`src/rtl/req_encoder.sv`:
```
// req_encoder: registered 8-to-3 priority encoder with request latching and a
// valid/ack handshake toward a downstream decoder.
//
// Rising edges on req are latched into a pending vector. When idle, the
// priority index of the pending vector is registered onto vector2..0 and
// offered with valid. The code stays frozen until ack, which clears that
// pending bit.
//
// Parameters:
//   LOW_WINS  0 = highest index wins (req[7] first), 1 = lowest index wins
// Ports:
//   clk      in   system clock, rising edge
//   rst_n    in   asynchronous active-low reset
//   req      in   8 request lines, a rising edge raises a request
//   ack      in   consumer accepts the presented code (only while valid=1)
//   vector2  out  code bit 2 (MSB) of the presented index
//   vector1  out  code bit 1
//   vector0  out  code bit 0 (LSB)
//   valid    out  code is stable and must be consumed
//   pending  out  latched requests not yet acknowledged (incl. presented one)
//   lost     out  one-cycle pulse: an edge hit a bit that was already pending
module req_encoder #(
    parameter bit LOW_WINS = 1'b0
) (
    input  logic       clk,
    input  logic       rst_n,
    input  logic [7:0] req,
    input  logic       ack,
    output logic       vector2,
    output logic       vector1,
    output logic       vector0,
    output logic       valid,
    output logic [7:0] pending,
    output logic       lost
);

    typedef enum logic [0:0] {
        StIdle,
        StPresent
    } state_e;

    state_e     state_q;
    logic [7:0] req_q;
    logic [7:0] pending_q;
    logic [2:0] code_q;
    logic       valid_q;
    logic       lost_q;

    logic [7:0] new_req;
    logic [7:0] clr;
    logic       accept;
    logic [2:0] pick;

    // Priority index of the registered pending vector; the last match in the
    // scan order is the winner.
    always_comb begin
        pick = 3'd0;
        if (LOW_WINS) begin
            for (int i = 7; i >= 0; i--) begin
                if (pending_q[i]) pick = 3'(i);
            end
        end else begin
            for (int i = 0; i < 8; i++) begin
                if (pending_q[i]) pick = 3'(i);
            end
        end
    end

    always_comb begin
        new_req = req & ~req_q;
        accept  = (state_q == StPresent) && ack;
        clr     = accept ? (8'd1 << code_q) : 8'd0;
    end

    always_ff @(posedge clk or negedge rst_n) begin
        if (!rst_n) begin
            state_q   <= StIdle;
            req_q     <= 8'd0;
            pending_q <= 8'd0;
            code_q    <= 3'd0;
            valid_q   <= 1'b0;
            lost_q    <= 1'b0;
        end else begin
            req_q     <= req;
            // Clear is applied before the OR so a same-cycle edge keeps the bit set.
            pending_q <= (pending_q & ~clr) | new_req;
            lost_q    <= |(new_req & pending_q & ~clr);
            unique case (state_q)
                StIdle: begin
                    if (pending_q != 8'd0) begin
                        code_q  <= pick;
                        valid_q <= 1'b1;
                        state_q <= StPresent;
                    end
                end
                StPresent: begin
                    // Code is frozen here; only ack moves us on.
                    if (ack) begin
                        valid_q <= 1'b0;
                        state_q <= StIdle;
                    end
                end
                default: begin
                    valid_q <= 1'b0;
                    state_q <= StIdle;
                end
            endcase
        end
    end

    assign vector2 = code_q[2];
    assign vector1 = code_q[1];
    assign vector0 = code_q[0];
    assign valid   = valid_q;
    assign pending = pending_q;
    assign lost    = lost_q;

endmodule

```
`config.mk`:
```
export PLATFORM = sky130hd
export DESIGN_NAME = req_encoder
export DESIGN_NICKNAME = d
export VERILOG_FILES = /design/src/rtl/req_encoder.sv
export SDC_FILE = /design/constraint.sdc
export NUM_CORES = 1
export LEC_CHECK = 0
export CORE_MARGIN = 2
export CORE_UTILIZATION = 41
export CTS_CLUSTER_DIAMETER = 150
export DETAILED_ROUTE_END_ITERATION = 10
export PLACE_DENSITY_LB_ADDON = 0.2
export SLEW_MARGIN = 10
export SYNTH_ARGS = -nofsm -noshare
export SYNTH_HDL_FRONTEND = slang
export SYNTH_SLANG_ARGS = --single-unit
```
`constraint.sdc`:
```
create_clock -name clk -period 1.65 [get_ports clk]
set_clock_uncertainty 0.15 [all_clocks]
set_input_delay 0.165 -clock clk [delete_from_list [all_inputs] [get_ports clk]]
set_output_delay 0.165 -clock clk [all_outputs]
set_load 0.01 [all_outputs]
```
* Yosys cells after proc, flatten, opt, wreduce, memory -nomap -nowiden
Cells that the tools add are included.
** Storage, ports and cells
- Register bits after elaboration :: 22
- Bits of input ports :: 11
- Output and inout port bits :: 13
** Cells by class
- Equal/unequal tests :: 2
- Shift operators :: 1
- Muxes and demuxes :: 14
- Bitwise operators :: 8
- Reductions and logical operators :: 5
** Operator list (number)
- $and 8x8->8 :: 4
- $not 8->8 :: 2
- $mux 3 :: 4
- $mux 8 :: 1
- $or 8x8->8 :: 1
- $reduce_bool 8->1 :: 1
- $reduce_or 8->1 :: 1
- $shl 1x3->8 const A :: 1
- $mux 1 :: 5
- $mux 2 :: 2
- $ne 2x2->1 const B :: 2
- $pmux 1 s2 :: 2
- $reduce_and 2->1 :: 2
- $logic_and 1x1->1 :: 1
- $not 1->1 :: 1

* Logic depth before layout (Yosys ltp)
Gate-level depths: netlist of run 1.
- Word-level depth :: 7
- Depth in mapped cells :: 5
- Mapped depth without buffers :: 5

* Worst setup path before layout of run 1
Ideal clock, no wire load.
- Path type :: flip-flop to flip-flop
- From :: register code_q[0]
- To :: register lost_q (netlist: lost)
- Setup time :: 0.138 ns
- Arrival time :: 1.520 ns
- Data required time :: 1.362 ns
- Setup slack :: -0.158 ns
- Cell stages (with the launch flop) :: 6
- Buffers on the path :: 0
- Period minus slack after synthesis :: 1.808 ns
- Path through :: dfrtp_1 > nand2b_1 > o31ai_4 > o22a_2 > o221ai_2 > or4b_1
** Between the ends
- Cells in the longest elaborated chain, start to end :: 5
** RTL lines
- from (decl) :: RTL line 45 : logic [2:0] code_q;
- from (signal assigned) :: RTL line 91 : code_q <= pick;
- $shl 1x3->8 :: RTL line 72 : clr = accept ? (8'd1 << code_q) : 8'd0;
- $mux 8 :: RTL line 72
- $not 8->8 :: RTL line 87 : lost_q <= |(new_req & pending_q & ~clr);
- $and 8x8->8 :: RTL line 87
- $reduce_or 8->1 :: RTL line 87
- to (signal assigned) :: RTL line 87
- to (decl) :: RTL line 47 : logic lost_q;
No other way between the ends.
A chain may end at the register's enable or synchronous reset.

* Worst setup path after layout of run 1
Ends and elaborated chain as after synthesis.

==> flow_metrics.env, run 1 <==
export IMPL_outcome="finished, violations left"
export IMPL_violations="setup timing"
export IMPL_path_clk_slew_ps=110
export IMPL_routed_via_density=5.00
export IMPL_reg2regPathDepth=7
export IMPL_rows=16
export IMPL_place_gp_congestion=0.816
export IMPL_placed_area_sq_um=1250
export IMPL_endpoint_kind="register"
export IMPL_seqCellArea_sq_um=554
export IMPL_utilization=0.684
export IMPL_ctsLongestPathBuffers=2
export IMPL_yosys_register_bits=22
export IMPL_hpwl_mm=1.38
export IMPL_setup_ws_ps=-93.2
export IMPL_crit_path_start_kind="register"
export IMPL_die_area_sq_um=2590
export IMPL_holdWs_ps=42.6
export IMPL_io_pins=24
export IMPL_port_buffers=23
export IMPL_period_needed_ps=1740
export IMPL_syn_area_per_cell_sq_um=10.7
export IMPL_grt_ovfl_total=0
export IMPL_grt_pass1_wl_mm=3.17
export IMPL_first_iter_violations=12
export IMPL_synth_top_area_frac=0.610
export IMPL_report_final_slew_viol_count=0
export IMPL_setup_tns_ps=-93.2
export IMPL_p_leak_nw=0.610
export IMPL_wl_per_cell_um=12.5
export IMPL_grt_max_degree=23
export IMPL_cts_buffers=3
export IMPL_ir_drop_uv=820
export IMPL_grt_pass1_vias=725
export IMPL_yosysSeqAreaShare=0.610
export IMPL_htree_levels=1
export IMPL_antenna_left=0
export IMPL_holdBufCountCts=0
export IMPL_drive_gt1_frac=0.315
export IMPL_max_freq_ghz=0.574
export IMPL_drv_cap=0
export IMPL_nNetsFinal=139
export IMPL_p_total_mw=1.87
export IMPL_syn_instance_count=84
export IMPL_design_area_sq_um=1380
export IMPL_synthesis_nets=95
export IMPL_setup_viol=1
export IMPL_first_pass_iters=4
export IMPL_power_density_nw_per_um2=1350
export IMPL_fillers=161
export IMPL_synth_cell_types=25
export IMPL_hold_class="input port to async pin"
export IMPL_drc=0
export IMPL_die_h_um=50.9
export IMPL_antenna_found_initial=0
export IMPL_antenna_cells=0
export IMPL_rsz0062_at_grt="true"
export IMPL_synth_top_cell_by_area="dfrtp_1"
export IMPL_yosys_warnings=0
export IMPL_clkLatencyLatePin_ps=310
export IMPL_core_area_sq_um=2020
export IMPL_maxSlewHeadroom=0.709
export IMPL_path_class="register to register"
export IMPL_hold_viol=0
export IMPL_start_util=0.446
export IMPL_cp_max_fo=4
export IMPL_die_width_um=50.9
export IMPL_placed_cells_incl_taps=144
export IMPL_worst_slew_pin_slew_ps=432
export IMPL_cp_required_ps=1690
export IMPL_grt_usage=0.167
export IMPL_wl_mm=1.92
export IMPL_period_share=1.06
export IMPL_stdcell_count=154
export IMPL_clockRootBuffer="clkbuf_4"
export IMPL_crit_arrival_ps=1780
export IMPL_synth_area_top_cells="dfrtp_1 (61%), nand2_1 (6.7%), nand2b_1 (5.5%)"
export IMPL_multi_input_area_sq_um=393
export IMPL_cts_tree="done"
export IMPL_cts_sinks=22
export IMPL_syn_area_sq_um=902
export IMPL_vias=770
export IMPL_dp_slack_ps=-438
export IMPL_area_growth_pct=53.4
==> worst max-delay path, stage by stage, from the launching register on <==
cell	delay [ps]
dfrtp_1	400
buf_4	140
buf_4	140
nor2_4	80
nand2_1	70
nand2_2	80
o22ai_2	70
or4b_1	490
==> timing repair <==
action	CTS	global route
gates resized for setup	15	9
pin swaps	3	4
cloned	0	0
endpoints found under the setup margin	5	5
setup buffers	4	2
==> logic make-up after synthesis <==
kind of cell	after synthesis	synth area share
AOI/OAI and AO/OA	18	0.148
buffers and inverters	4	0.0166
DFF	22	0.610
and+or+nand+nor	40	0.225
==> layout make-up <==
type,count,area share
multi-input cells,58,0.284
clock buffers,4,0.0262
inverters,4,0.0108
repair buffers,39,0.254
flip-flops and latches,22,0.401
well taps,27,0.0244
==> flip-flops by register name (all words and copies together) (netlist names) <==
register and flops:
req_q 8, lost 1, pending 8, valid 1, state_q 1, code_q 3
==> path summary, 6_finish.rpt <==
path                                start         end  slack (ps)
worst max register to register  code_q[0]        lost         -90
worst min register to register   req_q[5]  pending[5]         310
worst max-delay path            code_q[0]        lost         -90
min in group clk                   req[3]    req_q[3]         170
worst min-delay path                rst_n  pending[0]          40
max in group asynchronous           rst_n  pending[2]        1070
==> where the power goes <==
group          internal (mW)  switching, mW
combinational          0.451          0.345
clock                  0.135          0.155
sequential             0.655          0.132
total                   1.24          0.632
==> cells in the mapped netlist <==
library cell and number:
dfrtp_1 22, nand2_1 16, nand2b_1 8, a21oi_1 5
nor2_1 5, inv_1 4, o21ai_0 4, nor3_1 2
nor4_1 2, a21o_2 1, and3_2 1, and3b_2 1
nand2_2 1, nand3_1 1, nor2b_1 1, o21a_1 1
o21ai_1 1, o21bai_1 1, o221ai_2 1, o22a_2 1
o22ai_1 1, o31ai_1 1, o31ai_4 1, or3_1 1
or4b_1 1
==> cells in the final DEF (no fill, tap or decap), types with 2 or more instances in the layout <==
| cell | count |
|---|---|
| a21oi_1 | 4 |
| buf_4 | 16 |
| clkbuf_4 | 3 |
| clkdlybuf4s50_1 | 15 |
| dfrtp_1 | 19 |
| dfrtp_2 | 3 |
| dlygate4sd2_1 | 5 |
| dlymetal6s2s_1 | 3 |
| inv_1 | 4 |
| nand2_1 | 14 |
| nand2_2 | 2 |
| nand2b_1 | 7 |
| nor2_1 | 4 |
| nor3_1 | 2 |
| nor4_1 | 2 |
| o21ai_0 | 3 |
==> routing by layer <==
metal,vias to the layer above,part of all wire,global-route usage
li1,372,-,-
met2,23,0.50,0.290
met4,0,0.019,0.0676
met1,370,0.42,0.199
met3,5,0.060,0.0380
met5,-,0,0
Note: power is estimated with default switching activity, not from simulation.
==> run 2: changes to the inputs <==
--- a/config.mk
+++ b/config.mk
@@ -10,6 +10,7 @@
 export CTS_CLUSTER_DIAMETER = 150
 export DETAILED_ROUTE_END_ITERATION = 10
 export PLACE_DENSITY_LB_ADDON = 0.2
+export RECOVER_POWER = 25
 export SLEW_MARGIN = 10
 export SYNTH_ARGS = -nofsm -noshare
 export SYNTH_HDL_FRONTEND = slang
==> constraint.sdc (replaced) <==
create_clock -name clk -period 1.65 [get_ports clk]
set_clock_uncertainty 0.15 [all_clocks]
set_input_delay 0.165 -clock clk [delete_from_list [all_inputs] [get_ports clk]]
set_output_delay 0.165 -clock clk [all_outputs]
set_load 0.05 [all_outputs]
==> run 2 against run 1 <==
  * The flow still finishes with violations (setup timing)
  * Maximum frequency down 4.3%
  * First-iteration DRC count down 58%
  * Clock power up 3%
  * Via count down 3.5%
  * Non-clock buffer count down 3
  * Count of clock-buffer cells in the layout unchanged
  * Setup slack worse by 78 ps
==> flow_metrics.env, run 2 (same netlist as run 1, synthesis figures left out) <==
export IMPL_antenna_found_initial=0
export IMPL_die_width_um=50.9
export IMPL_path_class="register to register"
export IMPL_drc=0
export IMPL_cts_tree="done"
export IMPL_start_util=0.446
export IMPL_period_share=1.10
export IMPL_final_common_cell="buf_4"
export IMPL_port_buffers=23
export IMPL_io_pins=24
export IMPL_grt_max_degree=23
export IMPL_wl_per_cell_um=12.7
export IMPL_hold_class="input port to register"
export IMPL_setup_ws_ps=-171
export IMPL_hpwl_mm=1.44
export IMPL_first_iter_violations=5
export IMPL_die_h_um=50.9
export IMPL_holdBufCountCts=0
export IMPL_antenna_cells=0
export IMPL_placed_cells_incl_taps=146
export IMPL_internal_power_mw=1.26
export IMPL_vias=743
export IMPL_place_gp_congestion=0.822
export IMPL_grt_pass1_wl_mm=3.21
export IMPL_path_clk_slew_ps=120
export IMPL_maxSlewHeadroom=0.224
export IMPL_grt_pass1_vias=732
export IMPL_core_area_sq_um=2020
export IMPL_violations="setup timing"
export IMPL_dp_slack_ps=-493
export IMPL_stdcell_count=151
export IMPL_rsz0062_at_grt="true"
export IMPL_pwr_share_clk=0.137
export IMPL_grt_util_met1=0.208
export IMPL_hold_viol=0
export IMPL_first_pass_iters=4
export IMPL_top_usage_layer="met2"
export IMPL_nNetsFinal=136
export IMPL_drv_cap=0
export IMPL_period_needed_ps=1820
export IMPL_crit_path_start_kind="register"
export IMPL_max_freq_ghz=0.549
export IMPL_outcome="finished, violations left"
export IMPL_power_density_nw_per_um2=1610
export IMPL_rows=16
export IMPL_comb_power_share=0.490
export IMPL_routed_via_density=4.92
export IMPL_min_from="req[3]"
export IMPL_grtUsageMet3=0.0351
export IMPL_power_frac_seq=0.373
export IMPL_swShare=0.423
export IMPL_layout_common_cells="buf_4 (21), dfrtp_1 (18), nand2_1 (16), dlygate4sd3_1 (8), nand2b_1 (7)"
export IMPL_setup_viol=1
export IMPL_ctsLongestPathBuffers=2
export IMPL_grt_ovfl_total=0
export IMPL_cts_buffers=3
export IMPL_drive_gt1_frac=0.363
export IMPL_die_area_sq_um=2590
export IMPL_setup_tns_ps=-171
export IMPL_endpoint_kind="register"
export IMPL_grt_usage=0.170
export IMPL_wl_mm=1.91
export IMPL_r2r_start="code_q[0]"
export IMPL_clockRootBuffer="clkbuf_4"
export IMPL_clkLatencyLatePin_ps=310
export IMPL_cts_sinks=22
export IMPL_p_switching_uw=922
export IMPL_htree_levels=1
export IMPL_p_total_mw=2.18
export IMPL_worst_slew_pin_slew_ps=1160
export IMPL_report_final_slew_viol_count=0
export IMPL_cp_max_fo=3
export IMPL_ir_drop_uv=816
export IMPL_crit_arrival_ps=1870
export IMPL_p_leak_nw=0.606
export IMPL_antenna_left=0
export IMPL_gr_usage_met2=0.286
export IMPL_critPathLaunch="code_q[0]"
export IMPL_utilization=0.668
export IMPL_area_growth_pct=49.8
export IMPL_cp_required_ps=1700
## run 2: cell types whose count changed in the layout (fill, tap and decap cells not counted), sizes merged
cell / previous run / this run
dlygate4sd2: 5 / 0
buf: 16 / 25
dlygate4sd3: 0 / 8
clkbuf: 4 / 5
dlymetal6s2s: 3 / 0
clkdlybuf4s50: 15 / 2
## run 2: final timing paths
kind	to	slack (ps)	cells after the start
worst min register to register	pending[5]	320	1
max in group asynchronous	code_q[2]	210	2
worst max-delay path	lost	-170	5
worst min-delay path	req_q[3]	270	1
worst max register to register	lost	-170	5
min in group asynchronous	pending[4]	370	2
## run 2: area by class of cell
type                    instances  area, sq um
clock buffers                   4         36.3
fillers                       161          671
inverters                       4         15.0
multi-input cells              58          369
flip-flops and latches         22          556
well taps                      27         33.8
repair buffers                 36          342
## run 2: critical path: stages, from the launching register on
cell and delay [ps]:
dfrtp_2 430, nand2b_4 160, o31ai_4 240, o22a_2 190, o221ai_2 70, or4b_1 460
## run 2: repair_timing
action	CTS	global route
pin swaps	1	3
gates resized for setup	6	1
setup buffers	0	1
endpoints found under the setup margin	1	5
## run 2: per-stage QoR
step / cell area [sq um] / hold WS [ps]
floorplan: 913 / -281
global placement: 1280 / 288
detailed placement: 1280 / 299
CTS: 1340 / 48.7
global route: 1350 / 256
finish: 1350 / 273
## run 2: routing by layer
layer,share of wire,vias up
met5,0,-
met4,0.018,0
met3,0.040,5
met2,0.48,17
met1,0.46,355
li1,-,366
## run 2: power groups by stage
stage / logic, mW / registers, mW / clock network (mW)
floorplan: 0.254 / 1.09 / 0
global placement: 1.02 / 0.792 / 0
detailed placement: 1.03 / 0.800 / 0
CTS: 1.07 / 0.808 / 0.299
global route: 1.13 / 0.832 / 0.343
finish: 1.07 / 0.813 / 0.299
